### src/rtl/pwm_controller_multi.sv
// Multi-channel PWM core: one prescaled timebase (edge or center aligned)
// shared by NUM_CH compare channels with shadowed, boundary-committed config.
//
// Ports:
//   clk, reset (async, active-low)
//   period, prescaler, center_mode  - timebase configuration (shadowed)
//   timer_enable, update_req        - run control and shadow reload request
//   ch_enable, ch_polarity, ch_duty - per-channel config (duty is shadowed)
//   pwm_out                         - registered per-channel outputs
//   period_complete, timer_overflow - one-clock status pulses
//   update_pending                  - reload requested, not yet committed
module pwm_controller_multi #(
    parameter int NUM_CH  = 4,
    parameter int CNT_W   = 8,
    parameter int PRESC_W = 8
) (
    input  logic                    clk,
    input  logic                    reset,
    input  logic [CNT_W-1:0]        period,
    input  logic [PRESC_W-1:0]      prescaler,
    input  logic                    timer_enable,
    input  logic                    center_mode,
    input  logic                    update_req,
    input  logic [NUM_CH-1:0]       ch_enable,
    input  logic [NUM_CH-1:0]       ch_polarity,
    input  logic [NUM_CH*CNT_W-1:0] ch_duty,
    output logic [NUM_CH-1:0]       pwm_out,
    output logic                    period_complete,
    output logic                    timer_overflow,
    output logic                    update_pending
);

    logic [PRESC_W-1:0] r_presc_cnt;
    logic [CNT_W-1:0]   r_cnt;
    logic               r_down;
    logic [CNT_W-1:0]   r_period_sh;
    logic [PRESC_W-1:0] r_presc_sh;
    logic               r_mode_sh;
    logic [CNT_W-1:0]   r_duty_sh [NUM_CH];
    logic               r_pending;
    logic [NUM_CH-1:0]  r_pwm;
    logic               r_pc;
    logic               r_ovf;

    logic               w_tick;
    logic               w_peak;
    logic               w_down;
    logic               w_bound;
    logic               w_load;
    logic [CNT_W-1:0]   w_cnt_nxt;
    logic               w_down_nxt;
    logic [NUM_CH-1:0]  w_raw;
    logic [NUM_CH-1:0]  w_pwm_nxt;

    assign w_tick = timer_enable && (r_presc_cnt == r_presc_sh);
    assign w_peak = (r_cnt == r_period_sh);
    // The peak sample already belongs to the falling slope in center mode.
    assign w_down = r_down || w_peak;

    // Center boundary is the 1->0 step on the falling slope.
    assign w_bound = w_tick && (r_mode_sh
        ? ((r_period_sh == '0) || (w_down && (r_cnt == CNT_W'(1))))
        : w_peak);

    assign w_load = !timer_enable || (w_bound && (r_pending || update_req));

    always_comb begin
        w_cnt_nxt  = r_cnt;
        w_down_nxt = r_down;
        if (w_tick) begin
            if (!r_mode_sh) begin
                w_cnt_nxt  = w_peak ? '0 : r_cnt + CNT_W'(1);
                w_down_nxt = 1'b0;
            end else if (r_period_sh == '0) begin
                w_cnt_nxt  = '0;
                w_down_nxt = 1'b0;
            end else if (!w_down) begin
                w_cnt_nxt = r_cnt + CNT_W'(1);
            end else begin
                w_cnt_nxt  = r_cnt - CNT_W'(1);
                w_down_nxt = (r_cnt != CNT_W'(1));
            end
        end
    end

    // In center mode the falling slope compares one count lower, so the
    // active time is 2*duty ticks, symmetric about the peak, and
    // duty >= period gives a fully active output.
    always_comb begin
        w_raw     = '0;
        w_pwm_nxt = '0;
        for (int i = 0; i < NUM_CH; i++) begin
            if (!r_mode_sh) begin
                w_raw[i] = (r_cnt < r_duty_sh[i]);
            end else begin
                w_raw[i] = (r_duty_sh[i] != '0) &&
                           (w_down ? (r_cnt <= r_duty_sh[i])
                                   : (r_cnt <  r_duty_sh[i]));
            end
            w_pwm_nxt[i] = (timer_enable && ch_enable[i])
                         ? (w_raw[i] ^ ch_polarity[i])
                         : ch_polarity[i];
        end
    end

    always_ff @(posedge clk or negedge reset) begin
        if (!reset) begin
            r_presc_cnt <= '0;
            r_cnt       <= '0;
            r_down      <= 1'b0;
            r_period_sh <= '0;
            r_presc_sh  <= '0;
            r_mode_sh   <= 1'b0;
            for (int i = 0; i < NUM_CH; i++) begin
                r_duty_sh[i] <= '0;
            end
            r_pending <= 1'b0;
            r_pwm     <= '0;
            r_pc      <= 1'b0;
            r_ovf     <= 1'b0;
        end else begin
            if (!timer_enable) begin
                r_presc_cnt <= '0;
                r_cnt       <= '0;
                r_down      <= 1'b0;
            end else begin
                r_presc_cnt <= w_tick ? '0 : r_presc_cnt + PRESC_W'(1);
                r_cnt       <= w_cnt_nxt;
                r_down      <= w_down_nxt;
            end

            if (w_load) begin
                r_period_sh <= period;
                r_presc_sh  <= prescaler;
                r_mode_sh   <= center_mode;
                for (int i = 0; i < NUM_CH; i++) begin
                    r_duty_sh[i] <= ch_duty[i*CNT_W +: CNT_W];
                end
            end

            if (w_load) begin
                r_pending <= 1'b0;
            end else if (update_req) begin
                r_pending <= 1'b1;
            end

            r_pwm <= w_pwm_nxt;
            r_pc  <= w_bound;
            r_ovf <= w_bound && !r_mode_sh && (&r_period_sh);
        end
    end

    assign pwm_out         = r_pwm;
    assign period_complete = r_pc;
    assign timer_overflow  = r_ovf;
    assign update_pending  = r_pending;

endmodule

### config.mk
export PLATFORM = sky130hd
export DESIGN_NAME = pwm_controller_multi
export DESIGN_NICKNAME = d
export VERILOG_FILES = /design/src/rtl/pwm_controller_multi.sv
export SDC_FILE = /design/constraint.sdc
export NUM_CORES = 1
export LEC_CHECK = 0
export ABC_AREA = 1
export BUFFER_PORTS_ARGS = -buffer_cell sky130_fd_sc_hd__buf_2
export CAP_MARGIN = 10
export CORE_MARGIN = 1
export CORE_UTILIZATION = 25
export DETAILED_ROUTE_END_ITERATION = 16
export PLACE_DENSITY = 0.51
export SLEW_MARGIN = 20
export SYNTH_ARGS = -nofsm -noshare
export SYNTH_HDL_FRONTEND = slang
export SYNTH_SLANG_ARGS = --single-unit
### constraint.sdc
create_clock -name clk -period 2.5 [get_ports clk]
set_input_delay 0.125 -clock clk [delete_from_list [all_inputs] [get_ports clk]]
set_output_delay 0.125 -clock clk [all_outputs]
set_load 0.1 [all_outputs]
==> impl_metrics.tcl <==
set metrics [dict create \
    status "complete, no violations" \
    drc 0 \
    post-cts-setup-buffer-count 0 \
    track_usage_pct 14.10 \
    grt_pass1_wl_um 19810 \
    r2r-start "r_cnt[0]" \
    hpwl_um 8484 \
    min_period_over_period_pct 86.06 \
    path_cells "inv_1, nand2_1, nand2_1, nand2_1, nor2_1, nand2_1, nand2_1, nand2_1, o211ai_1, o21ai_0" \
    relSlewSlack_pct 34.10 \
    syn_nets 667 \
    nNetsFinal 791 \
    met1_usage_pct 18.63 \
    routed_wl_um 11990 \
    synth_top_area_share_pct 40.94 \
    holdPathEnd "pwm_out[3]" \
    seqPwrFrac_pct 40.1 \
    p_comb_share_pct 20.4 \
    grt_busiest_layer "met2" \
    power.share.clock_pct 39.5 \
    swShare_pct 29.61 \
    ys_ff_latch 73 \
    rsz0062_at_grt "false" \
    synthTopCellsByArea "dfrtp_1, nand2_1, ha_1" \
    setup_viol 0 \
    mappedNetlistArea_sq_um 4462 \
    routedWlPerCell_um 12.98 \
    diodes 0 \
    pwr_density_cell_nw_per_um2 575.0 \
    clock_path_buffers 2 \
    crit_path_end_kind "flip-flop" \
    die_w_um 135.6 \
    crit-reg2reg-capture "r_cnt[5]" \
    cts.sinks 73 \
    synthDistinctLibCells 37 \
    fp.dieH_um 135.6 \
    io_buffers 67 \
    hold_path.class "input pin to flip-flop" \
    grt_remaining_overflow 0 \
    slew_violations 0 \
    grtUsageMet3_pct 3.367 \
    ys_seq_area_share_pct 40.94 \
    final_cells 924 \
    final_cell_mix "nand2_1, dfrtp_1, buf_2" \
    crit_path_max_incr_delay_ps 430 \
    min_period_ps 2152 \
    max_freq_ghz 0.4648 \
    clkSlewWorstSetupHoldPaths_ps 60 \
    core_area_sq_um 17360 \
    die_area_sq_um 18390 \
    setup-tns-final_ps 0 \
    first_iter_violations 136 \
    hold_path_depth 4 \
    synthFlopType "dfrtp_1" \
    viasPerCell 4.412 \
    cts_buffers 9 \
    worst_path_max_delay_cell "dfrtp_1" \
    critical_path.max_fanout 11 \
    worstMarginPinSlew_ps 988.6 \
    skew_ps 9.323 \
    critPathLaunchType "flip-flop" \
    drive_gt1_share_pct 15.45 \
    cts_tree "built" \
    grt_pass1_vias 4005 \
    dr.pass1.iters 4 \
    use_met2_pct 22.79 \
    synthToLayoutAreaGrowth_pct 32.11 \
    grt_max_degree 74 \
    power.switching_mw 1.003 \
    crit_required_ps 2720 \
    maxCapViolCount 0 \
    insertion_delay_ps 350 \
    htree_levels 3 \
    yosys_warnings 0 \
    layout_commonest_cell "nand2_1" \
    vdd_drop_max_uv 301.3 \
    fp-row-count 48 \
    p_int_mw 2.386 \
    worstRegToRegCells 10 \
    antenna_found_initial 0 \
    ant_nets 0 \
    via_count 4077 \
    syn_inst 570 \
    dpl.cell_count 857 \
    hold_start "ch_polarity[3]" \
    finalHoldViolations 0 \
    start_util_pct 25.71 \
    io-pin-count 68 \
    synth_edf_count 0 \
    yosysTopAreaCell "dfrtp_1" \
    r2r_slack_ps 350 \
    p_leak_nw 3.088 \
    cts_root_buf "clkbuf_16" \
    syn_avg_cell_area_sq_um 7.828 \
    arrival_ps 2370 \
    globalplace.congestion 0.8101 \
    worstSetupPathType "flip-flop to flip-flop" \
    crit_path_frequent_cell "nand2_1" \
    async_reset_ff_share_pct 100.0 \
    holdWs_ps 58.67 \
]
==> what timing repair did <==
item | in CTS | in global routing
gates resized for setup | 0 | 0
hold endpoints to repair | 104 | 0
hold buffers | 51 | 0
==> worst max-delay path by stage <==
stage | slack, ps | endpoint | startpoint
final | 350 | r_cnt[5] | r_cnt[0]
after global routing | 100 | r_cnt[4] | r_cnt[0]
after CTS | 360 | r_presc_sh[7] | r_cnt[2]
after detailed placement | 360 | r_cnt[4] | r_cnt[0]
after global placement | 360 | r_duty_sh[17] | r_cnt[2]
after floorplan | 680 | r_duty_sh[22] | update_pending
==> synthesized netlist by cell type, drive strengths merged (7+ instances only) <==
library cell	count
ha	36
nor2	29
inv	64
o21ai	13
xor2	19
dfrtp	73
nor3	13
a21oi	22
nand4	9
nor4	7
buf	15
nand2	172
nand3	67
==> per-stage QoR <==
| stage | worst slack (ps) | power [mW] | instance area [sq um] | utilization, % |
|---|---|---|---|---|
| 2_1_floorplan | 684.0 | 1.808 | 4462 | - |
| 3_3_place_gp | 363.4 | 2.013 | 5076 | 29.25 |
| 3_5_place_dp | 355.9 | 2.016 | 5076 | 29.25 |
| 4_1_cts | 360.0 | 3.442 | 5894 | 33.96 |
| 5_1_grt | 96.50 | 3.583 | 5894 | 33.96 |
| 6_report | 348.4 | 3.389 | 5894 | 33.96 |
==> critical path, delay by kind of cell (launching register included) <==
kind                   cells  cell delay [ps]
and+or+nand+nor            7              990
DFF                        1              430
AOI/OAI and AO/OA          2              350
buffers and inverters      1              260
==> routing by layer <==
metal	share of wire, %	wire (um)	vias up
li1	-	-	2120
met1	48	5756	1886
met2	47	5649	61
met3	3.6	431	10
met4	1.3	156	0
met5	0	0	-
==> power by group through the flow <==
stage / Clock, mW / Combinational (mW) / Sequential (mW)
2_1_floorplan: 0 / 0.400 / 1.41
5_1_grt: 1.42 / 0.790 / 1.37
3_5_place_dp: 0 / 0.637 / 1.38
6_report: 1.34 / 0.691 / 1.36
3_3_place_gp: 0 / 0.634 / 1.38
4_1_cts: 1.38 / 0.701 / 1.36
==> cell type report <==
class | count | area, sq um
Fill cell | 1849 | 11460
Sequential cell | 73 | 1827
Multi-Input combinational cell | 412 | 2273
Clock inverter | 4 | 51.30
Clock buffer | 12 | 256.5
Timing Repair Buffer | 133 | 960.9
Tap cell | 225 | 281.5
Inverter | 65 | 244.0
==> cells by family after synthesis <==
family	share of synthesized area [%]
adders and majority gates	10.10
xor gates and xnor gates	4.515
DFF	40.94
buffers and inverters	8.104
and+or+nand+nor	29.28
AOI/OAI and AO/OA	7.067
==> state kept, by name (all words and copies together), names as in the netlist <==
signal / count
update_pending: 1
r_duty_sh: 32
r_period_sh: 8
r_presc_sh: 8
r_down: 1
timer_overflow: 1
r_presc_cnt: 8
period_complete: 1
pwm_out: 4
r_mode_sh: 1
r_cnt: 8
Power figures use the tool's default switching activity.
